<file path="src/rtl/cla_16bit_if.sv">
// rtl/cla_16bit_if.sv - operand/result bundle for the 16-bit lookahead adder
interface cla_16bit_if;
  logic [15:0] A;
  logic [15:0] B;
  logic        cin;
  logic [15:0] sum;
  logic        cout;

  modport master (output A, output B, output cin, input sum, input cout);
  modport slave  (input A, input B, input cin, output sum, output cout);
endinterface

</file>
<file path="src/rtl/cla_16bit.sv">
// rtl/cla_16bit.sv - 16-bit two-level carry-lookahead adder with registered result
module cla_16bit (
  input logic        clk,
  input logic        reset,
  cla_16bit_if.slave bus
);

  logic [15:0] p;
  logic [15:0] g;
  logic [15:0] sum_c;
  logic [3:0]  pg;
  logic [3:0]  gg;
  logic [4:0]  cg;

  assign p = bus.A ^ bus.B;
  assign g = bus.A & bus.B;

  for (genvar s = 0; s < 4; s++) begin : g_slice
    logic [3:0] sp;
    logic [3:0] sg;
    logic [3:0] sc;

    assign sp    = p[4*s +: 4];
    assign sg    = g[4*s +: 4];
    assign sc[0] = cg[s];
    assign sc[1] = sg[0] | (sp[0] & sc[0]);
    assign sc[2] = sg[1] | (sp[1] & sg[0]) | (sp[1] & sp[0] & sc[0]);
    assign sc[3] = sg[2] | (sp[2] & sg[1]) | (sp[2] & sp[1] & sg[0])
                 | (sp[2] & sp[1] & sp[0] & sc[0]);

    assign pg[s] = &sp;
    assign gg[s] = sg[3] | (sp[3] & sg[2]) | (sp[3] & sp[2] & sg[1])
                 | (sp[3] & sp[2] & sp[1] & sg[0]);

    assign sum_c[4*s +: 4] = sp ^ sc;
  end

  // Second-level lookahead: every slice carry-in comes straight from cin.
  assign cg[0] = bus.cin;
  assign cg[1] = gg[0] | (pg[0] & bus.cin);
  assign cg[2] = gg[1] | (pg[1] & gg[0]) | (pg[1] & pg[0] & bus.cin);
  assign cg[3] = gg[2] | (pg[2] & gg[1]) | (pg[2] & pg[1] & gg[0])
               | (pg[2] & pg[1] & pg[0] & bus.cin);
  assign cg[4] = gg[3] | (pg[3] & gg[2]) | (pg[3] & pg[2] & gg[1])
               | (pg[3] & pg[2] & pg[1] & gg[0])
               | (pg[3] & pg[2] & pg[1] & pg[0] & bus.cin);

  always_ff @(posedge clk) begin
    if (reset) begin
      bus.sum  <= 16'h0000;
      bus.cout <= 1'b0;
    end else begin
      bus.sum  <= sum_c;
      bus.cout <= cg[4];
    end
  end

endmodule

</file>
<file path="src/flat_wrapper.sv">
// flat-port wrapper written by rule: the top's interface ports become plain ports
module cla_16bit_flat 
  (clk, reset, bus_A, bus_B, bus_cin, bus_sum, bus_cout);
  cla_16bit_if bus_i ();
  input logic clk;
  input logic reset;
  input wire logic [$bits(bus_i.A)-1:0] bus_A;
  input wire logic [$bits(bus_i.B)-1:0] bus_B;
  input wire logic [$bits(bus_i.cin)-1:0] bus_cin;
  output wire logic [$bits(bus_i.sum)-1:0] bus_sum;
  output wire logic [$bits(bus_i.cout)-1:0] bus_cout;
  assign bus_i.A = bus_A;
  assign bus_i.B = bus_B;
  assign bus_i.cin = bus_cin;
  assign bus_sum = bus_i.sum;
  assign bus_cout = bus_i.cout;
  cla_16bit u_core (.clk(clk), .reset(reset), .bus(bus_i));
endmodule
</file>
<file path="config.mk">
export PLATFORM = sky130hd
export DESIGN_NAME = cla_16bit_flat
export DESIGN_NICKNAME = d
export VERILOG_FILES = /design/src/rtl/cla_16bit_if.sv /design/src/rtl/cla_16bit.sv /design/src/flat_wrapper.sv
export SDC_FILE = /design/constraint.sdc
export NUM_CORES = 1
export LEC_CHECK = 0
export CAP_MARGIN = 40
export CORE_ASPECT_RATIO = 1.75
export CORE_UTILIZATION = 43
export DETAILED_ROUTE_END_ITERATION = 10
export HOLD_SLACK_MARGIN = 0.05
export PLACE_DENSITY = 0.85
export SLEW_MARGIN = 0
export SYNTH_ARGS = -nofsm -noshare
export SYNTH_HDL_FRONTEND = slang
export SYNTH_SLANG_ARGS = --single-unit
</file>
<file path="constraint.sdc">
create_clock -name clk -period 6.5 [get_ports clk]
set_input_delay 1.3 -clock clk [delete_from_list [all_inputs] [get_ports clk]]
set_output_delay 1.3 -clock clk [all_outputs]
set_load 0.03 [all_outputs]
</file>
Word-level counts from Yosys, hierarchy flattened:

Index checks and enable logic that the tools add are counted.

* reductions and logical operators: 4
* bitwise gates (word level): 124

Operators with widths (number)
* bitwise AND 1 bit: 72
* bitwise OR 1 bit: 46
* bitwise AND 16 bit: 1
* AND reduction 4 bit: 4
* XOR 16 bit: 1
* XOR 4 bit: 4

* output and inout port bits: 17
* input bits: 35
* register bits: 17
* word-level logic and storage cells: 130

Longest topological paths before layout:

Gate-level depths: netlist of run 1.

* word-level depth: 12
* depth in mapped cells: 9
* mapped depth without buffers: 9

Worst setup path before layout of run 1:

OpenSTA, ideal clock, no wires.

* path type: input -> register
* start point: input bus_B[0]
* end point: register u_core.bus.sum[13]
* stages: 9
* library setup time: 128 ps
* setup slack: 3159 ps
* required time: 6372 ps
* arrival time: 3213 ps
* path buffers: 0
* path through: ha_1 > a211oi_2 > o21ai_2 > a221oi_1 > o21bai_1 > a21o_1 > fa_1 > xnor2_1 > nor2_1

* cells in the longest elaborated chain, start to end: 9
* elaborated cells between the ends (all ways): 13
* those cells by class: bitwise (12); reduce/logical (1)

Ends and longest elaborated chain
* start, declared: RTL line flat_wrapper.sv:8 `input wire logic [$bits(bus_i.B)-1:0] bus_B;`
* bitwise AND 16 bit: RTL line cla_16bit.sv:16 `assign g = bus.A & bus.B;`
* bitwise AND 1 bit: RTL line cla_16bit.sv:33 `| (sp[3] & sp[2] & sp[1] & sg[0]);`
* bitwise OR 1 bit: RTL line cla_16bit.sv:33
* bitwise AND 1 bit: RTL line cla_16bit.sv:42 `assign cg[3] = gg[2] | (pg[2] & gg[1]) | (pg[2] & pg[1] & gg[0])`
* bitwise OR 1 bit: RTL line cla_16bit.sv:42
* bitwise OR 1 bit *: RTL line cla_16bit.sv:43 `| (pg[2] & pg[1] & pg[0] & bus.cin);`
* bitwise AND 1 bit *: RTL line cla_16bit.sv:26 `assign sc[1] = sg[0] | (sp[0] & sc[0]);`
* bitwise OR 1 bit *: RTL line cla_16bit.sv:26
* XOR 4 bit *: RTL line cla_16bit.sv:35 `assign sum_c[4*s +: 4] = sp ^ sc;`
* end signal, assigned: RTL line cla_16bit.sv:53 `bus.sum <= sum_c;`
* end, declared: RTL line cla_16bit_if.sv:10 `modport slave (input A, input B, input cin, output sum, output cout);`

Every way passes the cells marked *; elsewhere a longest branch is shown, timed or not.
A chain may end at the register's enable or synchronous reset.

Worst setup path after layout of run 1:

Same ends and word-level chain as after synthesis.

==> impl_metrics.yaml, run 1 <==
run_status:
  status: "finished, final reports clean"
critical_path:
  worst-path-stages: 10
  arrival_ps: 3850
  critical_path.endpoint_type: "flop"
  path_cells: "clkdlybuf4s50_1 > ha_1 > a211oi_2 > o21ai_2 > a221oi_1 > o21bai_1 > a21o_1 > fa_1 > xnor2_1 > nor2_1"
  critPathBufInv: 1
  worstPathRequired_ps: 6620
  start_kind: "primary input"
  crit_fanout: 3
  cp_slowest_cell: "clkdlybuf4s50_1"
  slowest_delay_ps: 430
  cpLargestDelayFamily: "compound AO/OA/AOI/OAI gates"
  crit_type: "in2reg"
worst_hold_path:
  hold_class: "in2reg"
  hold_depth: 4
placed_design:
  dp_cells: 186
  dpl.hpwl_um: 2180
  gp_congestion: 0.841
  portBuffers: 51
cells_and_area:
  final_common_cell: "clkdlybuf4s50_1"
  layout_common_cells: "clkdlybuf4s50_1 (51), dfxtp_1 (17), ha_1 (16)"
  layout.cells.non_filler: 190
  n_antenna_cell: 0
  utilization_pct: 71.0
  final_nets: 221
  area_delta_synth_final_pct: 54.1
  drive_gt1_share_pct: 6.06
grt:
  first_global_vias: 1005
  grtUsageTotal_pct: 21.3
  antenna_found_initial: 0
  grt.overflow.total: 0
  grt_pass1_wl_um: 4020
  grt_max_degree: 19
cts:
  cts_tree: "done"
  path_clk_slew_ps: 60
  ctsResizeCount: 0
  htreeDepth: 1
  post_cts_buffers: 0
  hold_buffers: 0
  cts_sinks: 17
  clockBufferDepth: 2
  cts_root_buf: "clkbuf_8"
  numCtsBuffers: 3
synth:
  avgSynthCellArea_um2: 9.59
  synth_warnings: 0
  synth_cell_type_count: 32
  synth_cells: 112
  synthesis.nets: 167
  post-synth-top-area-cell: "dfxtp_1"
  yosys-top-cells-area: "dfxtp_1 (32%), ha_1 (19%), fa_1 (7.5%)"
  ys_ff_latch: 17
  synth_seq_area_share_pct: 31.7
  synth_top_area_share_pct: 31.7
  synth_area_um2: 1070
run:
  drv_cap: 0
power_and_ir_drop:
  leakagePower_nw: 0.729
  powerDensity_nw_per_um2: 208
  vdd_drop_max_mv: 0.105
timing:
  grt_setup_unrepaired: "no"
  post-route-period-util_pct: 57.4
  fin_crit_ps: 3730
  slew_viol_final: 0
  final.setup.tns_ps: 0
  worst_slew_pin_slew_ps: 624
  fin_worst_hold_slack_ps: 1800
  finalHoldViolations: 0
  relSlewSlack_pct: 58.3
  fmax_ghz: 0.268
  finalSetupViolations: 0
floorplanning:
  die_w_um: 39.8
  row_count: 23
  core-area_um2: 2330
  chipHeight_um: 68.1
  initial_core_util_pct: 46.1
  dieArea_um2: 2710
  ios: 52
routing:
  wl_per_cell_um: 13.3
  antenna_left: 0
  remaining_drc_errors: 0
  drtIter0Drc: 5
  wl_met1_um: 903
  avgViaCountPerCell: 5.26
  drt_first_pass_iters: 4
  vias: 999
  wl_met2_um: 1450
  wl_met3_um: 126
  wl_um: 2530
  routed.top_layer: "met4"
-- layout make-up --
class / instances / area, um^2
repair buffers: 51 / 510
clock buffers: 3 / 41.3
clock inverters: 1 / 5.00
inverters: 8 / 30.0
well taps: 25 / 31.3
fillers: 175 / 677
flip-flops and latches: 17 / 340
multi-input cells: 85 / 696
-- layer usage --
layer | global-route usage (%) | vias up
li1 | - | 498
met1 | 21.9 | 462
met2 | 40.4 | 34
met3 | 2.27 | 5
met4 | 9.05 | 0
met5 | 0 | -
-- cells by family (layout without fill, tap and decap cells) --
logic type	count (synthesis)	after routing	synth area share, %
xor gates and xnor gates	9	9	7.34
buffers and inverters	10	63	3.50
AOI/OAI and AO/OA	28	28	19.5
and+or+nand+nor	28	28	11.9
adders and majority gates	20	20	26.1
DFF	17	17	31.7
-- worst paths after layout --
check,end,start
min,u_core.bus.cout,bus_B[15]
max,u_core.bus.sum[13],bus_B[0]
-- cells in the mapped netlist, drive strengths merged --
cell type	n
dfxtp	17
ha	16
nor2	15
inv	8
a21oi	6
xnor2	6
o21ai	5
fa	4
a211oi	3
nand2b	3
nor2b	3
nor3	3
o211ai	3
xor2	3
a21o	2
clkbuf	2
nand2	2
a211o	1
a21bo	1
a221oi	1
a41o	1
nand3	1
o211a	1
o21ba	1
o21bai	1
o22ai	1
o31ai	1
or2	1
-- worst min-delay path, delay by kind of cell --
| kind | cells | cell delay [ps] |
|---|---|---|
| buf+inv | 2 | 450 |
| fa+ha+maj | 1 | 200 |
| compound gates | 1 | 50 |
-- through the flow --
step	area, um^2	power, mW	setup WS, ps
2_1_floorplan	1070	0.208	3160
3_3_place_gp	1610	0.263	2570
3_5_place_dp	1610	0.269	2510
4_1_cts	1650	0.347	2780
5_1_grt	1650	0.365	2540
6_report	1650	0.344	2770
-- flip-flops by register name (all words and copies together), names as in the netlist --
signal	count
u_core.bus.cout	1
u_core.bus.sum	16
-- report_power, final --
part	switching, mW	internal [mW]
Clock	0.0357	0.0425
Combinational	0.0732	0.0712
Sequential	0.00361	0.118
Total	0.112	0.232
No activity file was read; power rests on OpenSTA's default activity.
==> run 2, diff against run 1 <==
Settings changed: CORE_UTILIZATION 43 to 40, PLACE_DENSITY 0.85 to 0.8.
Clock period 6.5 ns to 3.8 ns, I/O delays scaled along.
==> run 2 against run 1 <==
Effect of this change:
- sequential cell count stayed put
- largest power group unchanged
- utilization is 5.4 points lower
- design area stayed put
- non-clock buffer count stayed put
- count of clock-buffer cells in the layout is 1 higher
- largest cell class unchanged
- sequential power is 70% higher
- critical path depth stayed put
- first-iteration DRC count grew to 3.6 times the previous value
- critical path type unchanged
- highest routed layer unchanged
- total power is 70% higher
==> impl_metrics.yaml, run 2 (synthesized netlist as in run 1, its figures left out) <==
power_and_ir_drop:
  switchingPower_mw: 0.188
  vdd_drop_max_mv: 0.145
  leakagePower_nw: 0.727
  swShare_pct: 32.1
  combPwrFrac_pct: 42.0
  internal_power_mw: 0.398
  clock_power_share_pct: 22.6
  pwr-share-seq_pct: 35.4
  total_power_mw: 0.586
  powerDensity_nw_per_um2: 354
run:
  drv_cap: 0
timing:
  relSlewSlack_pct: 60.1
  finalHoldViolations: 0
  post-route-period-util_pct: 85.8
  grt_setup_unrepaired: "no"
  finalSetupViolations: 0
  worst_slew_pin_slew_ps: 597
  fin_worst_hold_slack_ps: 1240
  fmax_ghz: 0.307
  fin_crit_ps: 3260
  final.setup.tns_ps: 0
  slew_viol_final: 0
floorplanning:
  core-area_um2: 2520
  dieArea_um2: 2900
  chipHeight_um: 70.5
  ios: 52
  initial_core_util_pct: 42.6
  die_w_um: 41.2
  row_count: 24
routing:
  wl_um: 2440
  vias: 999
  wl_per_cell_um: 12.8
  remaining_drc_errors: 0
  antenna_left: 0
  drtIter0Drc: 18
  drt_first_pass_iters: 6
  avgViaCountPerCell: 5.23
cts:
  cts_tree: "done"
  path_clk_slew_ps: 60
  htreeDepth: 1
  numCtsBuffers: 3
  ctsResizeCount: 0
  clockBufferDepth: 2
  post_cts_buffers: 0
  cts_sinks: 17
  cts_root_buf: "clkbuf_8"
  hold_buffers: 0
grt:
  grt.overflow.total: 0
  grtUsageTotal_pct: 19.3
  grt_max_degree: 19
  antenna_found_initial: 0
  first_global_vias: 1035
  grt_pass1_wl_um: 3930
cells_and_area:
  n_antenna_cell: 0
  final_common_cell: "clkdlybuf4s50_1"
  drive_gt1_share_pct: 5.45
  area_delta_synth_final_pct: 54.1
  utilization_pct: 65.6
  largest_register: "u_core.bus.sum"
  largest_register_ffs: 16
  fillCellCount: 224
  layout_common_cells: "clkdlybuf4s50_1 (51), dfxtp_1 (17), ha_1 (16)"
  top_regs: "u_core.bus.sum: 16 flops, u_core.bus.cout: 1 flops"
  final_nets: 221
worst_hold_path:
  hold_class: "in2reg"
  hold_depth: 4
critical_path:
  cp_slowest_cell: "a221oi_1"
  crit_type: "in2reg"
  slowest_delay_ps: 470
  worstPathRequired_ps: 3920
  crit_fanout: 3
  critical_path.endpoint_type: "flop"
  path_cells: "clkdlybuf4s50_1 > ha_1 > a211oi_2 > o21ai_2 > a221oi_1 > o21bai_1 > a21o_1 > fa_1 > xnor2_1 > nor2_1"
  start_kind: "primary input"
  arrival_ps: 3380
placed_design:
  dpl.hpwl_um: 2090
  gp_congestion: 0.807
  portBuffers: 51
run_status:
  status: "finished, final reports clean"
## run 2: routing by layer
metal,track usage [%],wire [um],vias up
li1,-,-,494
met2,34.4,1360,34
met3,1.57,130,5
met4,13.6,61,0
met5,0,0,-
met1,18.0,888,466
## run 2: final timing paths
check,startpoint,end,slack (ps)
hold / removal,bus_A[15],u_core.bus.cout,1240
setup / recovery,bus_B[0],u_core.bus.sum[13],540
## run 2: worst max-delay path, delay by kind of cell
kind,cells,cell delay [ps]
buffers and inverters,1,420
and+or+nand+nor,1,50
adders and majority gates,2,720
AOI/OAI and AO/OA,5,1280
xor gates and xnor gates,1,160
## run 2: power by group through the flow
stage / clock [mW] / combinational (mW) / sequential [mW]
2_1_floorplan: 0 / 0.0952 / 0.260
3_3_place_gp: 0 / 0.240 / 0.211
3_5_place_dp: 0 / 0.248 / 0.211
4_1_cts: 0.138 / 0.248 / 0.208
5_1_grt: 0.145 / 0.268 / 0.210
6_report: 0.133 / 0.246 / 0.207
## run 2: final cells by class
cell class | count | area (um^2) | share of cell area (%)
Multi-Input combinational cell | 85 | 696 | 42.1
Timing Repair Buffer | 51 | 510 | 30.9
Sequential cell | 17 | 340 | 20.6
Clock buffer | 4 | 45.0 | 2.72
Tap cell | 26 | 32.5 | 1.97
Inverter | 8 | 30.0 | 1.82
## run 2: through the flow
step | setup WS, ps | cells | instance area (um^2)
final | 539 | 191 | 1650
after global routing | 429 | 191 | 1650
after CTS | 573 | 191 | 1650
after detailed placement | 304 | 187 | 1610
after global placement | 404 | 187 | 1610
after floorplan | 999 | 112 | 1070
